**src/rtl/dmem_arbiter.sv**
```systemverilog
// ============================================================================
// Module   : dmem_arbiter
// Purpose  : Two-port arbiter and access sequencer for a word-wide data memory.
// Revision : 1.0
// ============================================================================
`default_nettype none

module dmem_arbiter #(
    parameter bit RR_EN = 1'b1
) (
    input  logic        clk,
    input  logic        rst,
    input  logic        p0_req,
    input  logic        p0_we,
    input  logic [2:0]  p0_funct3,
    input  logic [31:0] p0_addr,
    input  logic [31:0] p0_wdata,
    output logic        p0_gnt,
    output logic        p0_done,
    output logic        p0_err,
    output logic [31:0] p0_rdata,
    input  logic        p1_req,
    input  logic        p1_we,
    input  logic [2:0]  p1_funct3,
    input  logic [31:0] p1_addr,
    input  logic [31:0] p1_wdata,
    output logic        p1_gnt,
    output logic        p1_done,
    output logic        p1_err,
    output logic [31:0] p1_rdata,
    output logic        mem_read,
    output logic        mem_write,
    output logic [31:0] mem_addr,
    output logic [31:0] mem_wdata,
    input  logic [31:0] mem_rdata,
    output logic        busy
);

    typedef enum logic [2:0] {
        S_IDLE   = 3'd0,
        S_RD     = 3'd1,
        S_WR     = 3'd2,
        S_RMW_RD = 3'd3,
        S_RMW_WR = 3'd4,
        S_DONE   = 3'd5
    } state_t;

    state_t      r_state;
    logic        r_last;     // 1 = port 1 was granted last
    logic        r_port;
    logic [2:0]  r_funct3;
    logic [31:0] r_addr;
    logic [31:0] r_wdata;
    logic [31:0] r_word;
    logic [31:0] r_rdata;
    logic        r_err;

    logic        w_idle;
    logic        w_any;
    logic        w_pick1;
    logic        w_we;
    logic [2:0]  w_funct3;
    logic [31:0] w_addr;
    logic [31:0] w_wdata;
    logic        w_illegal;
    logic        w_done;

    function automatic logic f_illegal(input logic we, input logic [2:0] f3,
                                       input logic [1:0] a);
        logic v_bad;
        case (f3)
            3'b000:  v_bad = 1'b0;
            3'b001:  v_bad = a[0];
            3'b010:  v_bad = |a;
            3'b100:  v_bad = we;
            3'b101:  v_bad = we | a[0];
            default: v_bad = 1'b1;
        endcase
        return v_bad;
    endfunction

    function automatic logic [31:0] f_load(input logic [2:0] f3, input logic [1:0] lane,
                                           input logic [31:0] word);
        logic [31:0] v_sh;
        logic [31:0] v_out;
        v_sh = word >> {lane, 3'b000};
        case (f3)
            3'b000:  v_out = {{24{v_sh[7]}}, v_sh[7:0]};
            3'b001:  v_out = {{16{v_sh[15]}}, v_sh[15:0]};
            3'b100:  v_out = {24'd0, v_sh[7:0]};
            3'b101:  v_out = {16'd0, v_sh[15:0]};
            default: v_out = word;
        endcase
        return v_out;
    endfunction

    function automatic logic [31:0] f_merge(input logic [2:0] f3, input logic [1:0] lane,
                                            input logic [31:0] word, input logic [31:0] wd);
        logic [31:0] v_out;
        v_out = word;
        case (f3[1:0])
            2'b00:   v_out[{lane, 3'b000} +: 8] = wd[7:0];
            2'b01:   v_out[{lane[1], 4'b0000} +: 16] = wd[15:0];
            default: v_out = wd;
        endcase
        return v_out;
    endfunction

    // Port 1 wins only when alone, or when round-robin says it is its turn.
    always_comb begin
        w_idle    = (r_state == S_IDLE) && !rst;
        w_any     = p0_req | p1_req;
        w_pick1   = p1_req && (!p0_req || (RR_EN && !r_last));
        p0_gnt    = w_idle && p0_req && !w_pick1;
        p1_gnt    = w_idle && w_pick1;
        w_we      = w_pick1 ? p1_we     : p0_we;
        w_funct3  = w_pick1 ? p1_funct3 : p0_funct3;
        w_addr    = w_pick1 ? p1_addr   : p0_addr;
        w_wdata   = w_pick1 ? p1_wdata  : p0_wdata;
        w_illegal = f_illegal(w_we, w_funct3, w_addr[1:0]);
    end

    always_ff @(posedge clk) begin
        if (rst) begin
            r_state  <= S_IDLE;
            r_last   <= 1'b1;
            r_port   <= 1'b0;
            r_funct3 <= 3'd0;
            r_addr   <= 32'd0;
            r_wdata  <= 32'd0;
            r_word   <= 32'd0;
            r_rdata  <= 32'd0;
            r_err    <= 1'b0;
        end else begin
            case (r_state)
                S_IDLE: begin
                    if (w_any) begin
                        r_port   <= w_pick1;
                        r_last   <= w_pick1;
                        r_funct3 <= w_funct3;
                        r_addr   <= w_addr;
                        r_wdata  <= w_wdata;
                        r_err    <= w_illegal;
                        r_rdata  <= 32'd0;
                        if (w_illegal)
                            r_state <= S_DONE;
                        else if (!w_we)
                            r_state <= S_RD;
                        else if (w_funct3 == 3'b010)
                            r_state <= S_WR;
                        else
                            r_state <= S_RMW_RD;
                    end
                end
                S_RD: begin
                    r_rdata <= f_load(r_funct3, r_addr[1:0], mem_rdata);
                    r_state <= S_DONE;
                end
                S_WR:     r_state <= S_DONE;
                S_RMW_RD: begin
                    r_word  <= mem_rdata;
                    r_state <= S_RMW_WR;
                end
                S_RMW_WR: r_state <= S_DONE;
                S_DONE: begin
                    r_err   <= 1'b0;
                    r_rdata <= 32'd0;
                    r_state <= S_IDLE;
                end
                default:  r_state <= S_IDLE;
            endcase
        end
    end

    always_comb begin
        w_done    = (r_state == S_DONE);
        p0_done   = w_done && !r_port;
        p1_done   = w_done && r_port;
        p0_err    = p0_done && r_err;
        p1_err    = p1_done && r_err;
        p0_rdata  = p0_done ? r_rdata : 32'd0;
        p1_rdata  = p1_done ? r_rdata : 32'd0;
        mem_read  = (r_state == S_RD) || (r_state == S_RMW_RD);
        mem_write = (r_state == S_WR) || (r_state == S_RMW_WR);
        mem_addr  = (mem_read || mem_write) ? {r_addr[31:2], 2'b00} : 32'd0;
        case (r_state)
            S_WR:     mem_wdata = r_wdata;
            S_RMW_WR: mem_wdata = f_merge(r_funct3, r_addr[1:0], r_word, r_wdata);
            default:  mem_wdata = 32'd0;
        endcase
        busy      = (r_state != S_IDLE);
    end

endmodule

`default_nettype wire

```
**config.mk**
```make
export PLATFORM = sky130hd
export DESIGN_NAME = dmem_arbiter
export DESIGN_NICKNAME = d
export VERILOG_FILES = /design/src/rtl/dmem_arbiter.sv
export SDC_FILE = /design/constraint.sdc
export NUM_CORES = 1
export LEC_CHECK = 0
export ABC_CLOCK_PERIOD_IN_PS = 2800
export CAP_MARGIN = 20
export CORE_AREA = 2 2 144 146
export DETAILED_ROUTE_END_ITERATION = 6
export DIE_AREA = 0 0 146 148
export HOLD_SLACK_MARGIN = 0.15
export PLACE_DENSITY = 0.82
export SETUP_SLACK_MARGIN = 0.05
export SYNTH_ARGS = -nofsm -noshare
export SYNTH_HDL_FRONTEND = slang
export SYNTH_SLANG_ARGS = --single-unit
```
**constraint.sdc**
```tcl
create_clock -name clk -period 2.8 [get_ports clk]
set_clock_uncertainty 0.05 [all_clocks]
set_input_delay 0.56 -clock clk [delete_from_list [all_inputs] [get_ports clk]]
set_output_delay 0.56 -clock clk [all_outputs]
set_load 0.02 [all_outputs]
```
## Word-level counts from Yosys, hierarchy flattened

Cells that the tools add are included.

| cells by class | value |
|---|---|
| add/sub/neg operators | 2 |
| equal/unequal tests | 14 |
| shift operators | 5 |
| multiplexer cells | 22 |
| bitwise operators | 2 |
| reduce and logical (&&, ||, !) cells | 30 |

Operator list:

| kind | number |
|---|---|
| $mux 32 | 6 |
| $pmux 32 s2 | 2 |
| $pmux 32 s4 | 1 |
| $pmux 32 s3 | 1 |
| $bwmux 32 | 2 |
| $shift 16x7->32 const A | 1 |
| $shift 8x7->32 const A | 1 |
| $shiftx 16x7->32 | 1 |
| $shiftx 8x7->32 | 1 |
| $shr 32x5->16 | 1 |
| $eq 3x3->1 const B | 6 |
| $neg 5->7 | 2 |
| $eq 3x1->1 const B | 3 |
| $eq 3x2->1 const B | 3 |
| $logic_and 1x1->1 | 9 |
| $logic_not 3->1 | 3 |
| $mux 3 | 3 |
| $pmux 3 s3 | 1 |
| $reduce_and 2->1 | 3 |
| $reduce_bool 3->1 | 2 |
| $logic_not 1->1 | 5 |
| $pmux 1 s5 | 1 |
| $logic_or 1x1->1 | 4 |
| $mux 1 | 3 |
| other kinds (9) | 10 |

| word-level totals | value |
|---|---|
| flip-flop bits (word level) | 137 |
| input bits | 172 |
| output and inout bits | 137 |
| word-level logic and storage cells | 84 |

## Logic depth before layout (Yosys ltp)

| logic depth | value |
|---|---|
| depth in word-level cells | 10 |
| depth in mapped cells | 9 |
| depth with buffers taken out | 6 |

## Worst setup path after synthesis

No wires, ideal clock.

| path | value |
|---|---|
| kind | flip-flop to output port |
| start | register r_addr[1] |
| end | output port mem_wdata[0] |
| arrival | 2.627 ns |
| required time | 2.190 ns |
| path slack | -0.437 ns |
| cell stages (with the launch flop) | 10 |
| path buffers | 3 |
| cells stage by stage | dfxtp_1 > buf_6 > buf_2 > inv_1 > ha_1 > or3b_2 > clkbuf_1 > a21oi_1 > a21oi_1 > a2bb2oi_1 |

| between the ends | value |
|---|---|
| longest elaborated chain between the ends | 5 |
| elaborated cells on any way between the ends | 10 |
| those cells by class | 2 x add/sub; 4 x shift; 4 x mux |

RTL lines:

| item | line | text |
|---|---|---|
| start, declared | 52 | `logic [31:0] r_addr;` |
| start signal, assigned | 141 | `r_addr <= w_addr;` |
| $neg 5->7 (on tied branches) | 103, 102 |  |
| $shiftx 16x7->32 (tied with other cells) | 103 | `2'b01: v_out[{lane[1], 4'b0000} +: 16] = wd[15:0];` |
| $bwmux 32 (on tied branches) | 103, 102 |  |
| $pmux 32 s2 * | 101 | `case (f3[1:0])` |
| $pmux 32 s2 * | 186 | `case (r_state)` |
| end, declared | 34 | `output logic [31:0] mem_wdata,` |

Every way passes the cells marked *; elsewhere a longest branch is shown, timed or not.

## Final worst setup path

| path | value |
|---|---|
| start | register r_addr[0] |
| end | output port mem_wdata[0] |

| between the ends | value |
|---|---|
| longest elaborated chain between the ends | 5 |
| elaborated cells on any way between the ends | 6 |
| those cells by class | 1 x add/sub; 2 x shift; 3 x mux |

RTL lines:

| item | line | text |
|---|---|---|
| $neg 5->7 * | 102 | `2'b00: v_out[{lane, 3'b000} +: 8] = wd[7:0];` |
| $shiftx 8x7->32 or $shift 8x7->32 (tied branches) | 102 |  |
| $bwmux 32 * | 102 |  |
| $pmux 32 s2 * | 101 |  |
| $pmux 32 s2 * | 186 |  |

Marked as above.

==> metrics.txt <==
# TYPE chip_impl_metric gauge
chip_impl_metric{name="met2_usage",unit="%"} 47.33
chip_impl_metric{name="tritoncts_num_sinks",unit=""} 137
chip_impl_metric{name="critical_path_arrival",unit="ns"} 2.35
chip_impl_metric{name="path_max_fanout",unit=""} 5
chip_impl_metric{name="die_y",unit="microns"} 148
chip_impl_metric{name="port_buffers",unit=""} 306
chip_impl_metric{name="die_area",unit="sq um"} 21610
chip_impl_metric{name="antenna_found_initial",unit=""} 0
chip_impl_metric{name="vias",unit=""} 9199
chip_impl_metric{name="dp.cells",unit=""} 1578
chip_impl_metric{name="vdd_ir_drop_max",unit="mV"} 0.4701
chip_impl_metric{name="starting_density",unit="%"} 39.35
chip_impl_metric{name="global_route_wire_length_before_repair",unit="mm"} 46.59
chip_impl_info{name="rsz_0062_raised_after_global_routing",value="true"} 1
chip_impl_metric{name="fmax",unit="GHz"} 0.3383
chip_impl_metric{name="powerDensity",unit="nW/um^2"} 654.8
chip_impl_metric{name="worst_skew_pair.late_latency",unit="ns"} 0.42
chip_impl_metric{name="detailedRoute.firstPassIterationCount",unit=""} 5
chip_impl_metric{name="ys.warnings.count",unit=""} 0
chip_impl_metric{name="cellLeakagePower",unit="nW"} 4.912
chip_impl_metric{name="clock_tree.buffer_depth",unit=""} 2
chip_impl_info{name="timing.critical_path.slowest_stage_cell",value="sky130_fd_sc_hd__or3b_4"} 1
chip_impl_metric{name="gp_congestion",unit=""} 0.8776
chip_impl_info{name="criticalPathCategory",value="reg -> out"} 1
chip_impl_metric{name="worst_pin_slew",unit="ns"} 0.6759
chip_impl_metric{name="use_met1",unit="%"} 31.40
chip_impl_info{name="outcome",value="finished with violations"} 1
chip_impl_info{name="commonest_non_fill_non_tap_cell_in_the_layout",value="sky130_fd_sc_hd__nand2_1"} 1
chip_impl_info{name="critPathCapture",value="mem_wdata[0]"} 1
chip_impl_metric{name="post_synth_num_cell_types",unit=""} 61
chip_impl_info{name="cp_startpoint_kind",value="flop"} 1
chip_impl_metric{name="timing_max_transition_violations_final",unit=""} 0
chip_impl_metric{name="postSynthAreaPerCell",unit="sq um"} 7.649
chip_impl_info{name="startpoint_of_the_worst_setup_timing_path",value="r_addr[0]$_SDFFE_PP0P_"} 1
chip_impl_metric{name="worst_path_largest_cell_delay",unit="ns"} 0.43
chip_impl_metric{name="hold_slack",unit="ns"} 0.4109
chip_impl_metric{name="yosysSeqAreaShare",unit="%"} 34.78
chip_impl_metric{name="fin_cells",unit=""} 1625
chip_impl_metric{name="cap_violations",unit=""} 0
chip_impl_metric{name="global_route.usage.met3",unit="%"} 6.636
chip_impl_info{name="timing.rr.end",value="r_wdata[22]$_SDFFE_PP0P_"} 1
chip_impl_info{name="commonest_cells_after_routing_fill_and_taps_aside",value="sky130_fd_sc_hd__nand2_1 (229), sky130_fd_sc_hd__clkdlybuf4s50_1 (171), sky130_fd_sc_hd__dfxtp_1 (135)"} 1
chip_impl_metric{name="io-pin-count",unit=""} 309
chip_impl_metric{name="number_of_instances_in_the_synthesized_netlist",unit=""} 1031
chip_impl_metric{name="post_route_cells_drive_above_1_share",unit="%"} 20.00
chip_impl_metric{name="detail_route.vias_per_cell",unit=""} 5.661
chip_impl_metric{name="num_rows",unit=""} 52
chip_impl_metric{name="diodes",unit=""} 0
chip_impl_metric{name="cp.buffers_inverters",unit=""} 2
chip_impl_info{name="path_cells",value="inv_6 -> ha_4 -> or3b_4 -> a211o_1 -> a21oi_2 -> a2bb2oi_4 -> buf_6"} 1
chip_impl_metric{name="period_share",unit="%"} 105.6
chip_impl_metric{name="finalWorstSetupSlack",unit="ns"} -0.1560
chip_impl_metric{name="final-setup-viol-count",unit=""} 18
chip_impl_info{name="cp_capture_type",value="output pin"} 1
chip_impl_metric{name="totalPowerFinal",unit="mW"} 8.140
chip_impl_metric{name="cell_area_after_synthesis",unit="sq um"} 7886
chip_impl_info{name="hold_path_class",value="reg -> reg"} 1
chip_impl_info{name="clk_root_buffer_cell",value="sky130_fd_sc_hd__clkbuf_16"} 1
chip_impl_metric{name="die_w",unit="microns"} 146
chip_impl_metric{name="worst_ep_required_time",unit="ns"} 2.19
chip_impl_metric{name="drcViolationCount",unit=""} 0
chip_impl_metric{name="hold_viol_final",unit=""} 0
chip_impl_info{name="global_route.peak_usage_layer",value="met2"} 1
chip_impl_metric{name="ff2ff_path_depth",unit=""} 8
chip_impl_metric{name="detailedPlacementHpwl",unit="mm"} 22.32
chip_impl_metric{name="relative_slew_slack",unit="%"} 54.94
chip_impl_info{name="tritoncts_clock_tree",value="done"} 1
chip_impl_metric{name="synth-seq-cells",unit=""} 137
chip_impl_metric{name="drt.antenna.violating_nets",unit=""} 0
chip_impl_metric{name="largest_net_degree_at_the_start_of_global_routing",unit=""} 64
chip_impl_metric{name="total_wire_length",unit="mm"} 31.04
chip_impl_metric{name="ctsHtreeMaxLevel",unit=""} 4
chip_impl_metric{name="timing.critical_path.depth",unit=""} 7
chip_impl_metric{name="detail_route.iter0.violations",unit=""} 763
chip_impl_info{name="violations",value="negative setup slack"} 1
chip_impl_metric{name="area_growth",unit="%"} 57.64
chip_impl_metric{name="numCtsBuffers",unit=""} 17
chip_impl_metric{name="core-area",unit="sq um"} 20040
chip_impl_metric{name="grt_pass1_vias",unit=""} 8741
chip_impl_metric{name="groute.usage.overall",unit="%"} 26.95
chip_impl_info{name="yosys_most_used_dff",value="sky130_fd_sc_hd__dfxtp_1"} 1
chip_impl_metric{name="grt.overflow.total",unit=""} 0
chip_impl_metric{name="path_clk_slew",unit="ns"} 0.06
chip_impl_info{name="critical-path-top-delay-family",value="compound AO/OA/AOI/OAI gates"} 1
chip_impl_metric{name="asyncSetResetFlopFracSynth",unit="%"} 0
chip_impl_metric{name="reg2reg_setup_slack",unit="ns"} 0.29
chip_impl_metric{name="layout.nets",unit=""} 1519
chip_impl_info{name="timing.rr.start",value="r_state[1]$_SDFFE_PP0P_"} 1
chip_impl_metric{name="fin_crit",unit="ns"} 2.956
chip_impl_metric{name="wire_per_inst",unit="microns"} 19.10
chip_impl_metric{name="edff_count_synth",unit=""} 0
[routing by layer]
layer / vias up / routed length [microns]
met5: - / 0
met4: 0 / 1088
met3: 84 / 2368
met2: 459 / 15400
met1: 4336 / 12180
li1: 4320 / -
[power by group]
group / switching (mW) / leakage, nW / internal [mW] / total [mW]
sequential: 0.339 / 1.12 / 2.30 / 2.64
combinational: 1.82 / 3.52 / 1.49 / 3.31
clock: 0.867 / 0.268 / 1.33 / 2.19
total: 3.02 / 4.91 / 5.12 / 8.14
[worst min-delay path, delay by kind of cell (launching register included)]
family	cells	cell delay, ns
flops	1	0.31
simple gates	1	0.05
compound gates	1	0.05
[sequential cells by signal (all words and copies together), names as in the netlist]
| name | flops |
|---|---|
| r_err | 1 |
| r_state | 3 |
| r_wdata | 32 |
| r_funct3 | 3 |
| r_word | 32 |
| r_last | 1 |
| r_port | 1 |
| r_addr | 32 |
| r_rdata | 32 |
[cells in the mapped netlist (2+ instances only)]
library cell                instances  area share (%)
sky130_fd_sc_hd__dfxtp_1          137              35
sky130_fd_sc_hd__buf_2             15            0.95
sky130_fd_sc_hd__a211o_1            8            0.89
sky130_fd_sc_hd__nor3_1             6            0.38
sky130_fd_sc_hd__a221o_1           25             3.2
sky130_fd_sc_hd__nand2_1          229              11
sky130_fd_sc_hd__and2_1            78             6.2
sky130_fd_sc_hd__a311oi_1          67             7.4
sky130_fd_sc_hd__nor4b_1            2            0.22
sky130_fd_sc_hd__nor2_1            79             3.8
sky130_fd_sc_hd__buf_6              2            0.29
sky130_fd_sc_hd__and3_1            32             2.5
sky130_fd_sc_hd__clkbuf_1          65             3.1
sky130_fd_sc_hd__inv_1             13            0.62
sky130_fd_sc_hd__nor3b_1            4            0.38
sky130_fd_sc_hd__nor4_2             2            0.32
sky130_fd_sc_hd__nand3b_1           3            0.29
sky130_fd_sc_hd__buf_1              3            0.14
sky130_fd_sc_hd__ha_1               5            0.79
sky130_fd_sc_hd__o2bb2ai_1         17             1.9
sky130_fd_sc_hd__a21oi_1           84             5.3
sky130_fd_sc_hd__a2bb2oi_1          9             1.0
sky130_fd_sc_hd__mux2i_1           25             3.2
sky130_fd_sc_hd__nand4_1            2            0.16
sky130_fd_sc_hd__buf_4              9            0.86
sky130_fd_sc_hd__o21ai_0           19             1.2
sky130_fd_sc_hd__a221oi_1           7            0.78
sky130_fd_sc_hd__o21ai_1            2            0.13
sky130_fd_sc_hd__o221ai_1          16             1.8
sky130_fd_sc_hd__nor2b_1           25             2.0
sky130_fd_sc_hd__nand2b_1           6            0.48
sky130_fd_sc_hd__a22o_1             6            0.67
[final cells by class]
class                           count  area [sq um]
Timing Repair Buffer              384          3565
Clock inverter                     12         126.4
Multi-Input combinational cell    789          5152
Inverter                           13         56.30
Fill cell                        1748          7607
Clock buffer                       20         446.7
Sequential cell                   137          2748
Tap cell                          270         337.8
[what timing repair did]
action	in CTS	in global routing
hold buffers	0	0
pin swaps	16	31
resized for setup	328	204
setup endpoints to repair	133	129
endpoints found under the hold margin	0	0
cloned	2	1
setup buffers	11	1
[logic make-up (layout without fill, tap and decap cells)]
group / count (synthesis) / count (layout) / synth area share (%)
and+or+nand+nor: 479 / 480 / 28.81
AOI/OAI and AO/OA: 275 / 275 / 26.11
DFF: 137 / 137 / 34.78
buffers and inverters: 107 / 429 / 5.949
muxes: 27 / 27 / 3.506
adders and majority gates: 5 / 5 / 0.7933
other: 1 / 2 / 0.04755
[how the worst min path moves through the flow]
stage                                       start                 endpoint  depth (start not counted)
final                      r_word[9]$_SDFFE_PP0P_   r_word[9]$_SDFFE_PP0P_                          2
after CTS                  r_word[9]$_SDFFE_PP0P_   r_word[9]$_SDFFE_PP0P_                          2
after global routing       r_word[9]$_SDFFE_PP0P_   r_word[9]$_SDFFE_PP0P_                          2
after global placement     r_word[9]$_SDFFE_PP0P_   r_word[9]$_SDFFE_PP0P_                          2
after detailed placement  r_word[13]$_SDFFE_PP0P_  r_word[13]$_SDFFE_PP0P_                          2
after floorplan           r_word[10]$_SDFFE_PP0P_  r_word[10]$_SDFFE_PP0P_                          2
[per-stage QoR]
step / cell area, sq um / setup slack, ns / utilization (%) / TNS [ns]
after CTS: 12290 / -0.1584 / 61.32 / -1.451
after global placement: 11650 / -0.2866 / 58.12 / -4.001
final: 12430 / -0.1560 / 62.04 / -1.326
after detailed placement: 11650 / -0.3391 / 58.12 / -5.607
after global routing: 12430 / -0.1988 / 62.04 / -2.148
after floorplan: 8085 / 0.07015 / - / 0
Note: power is estimated with default switching activity, not from simulation.
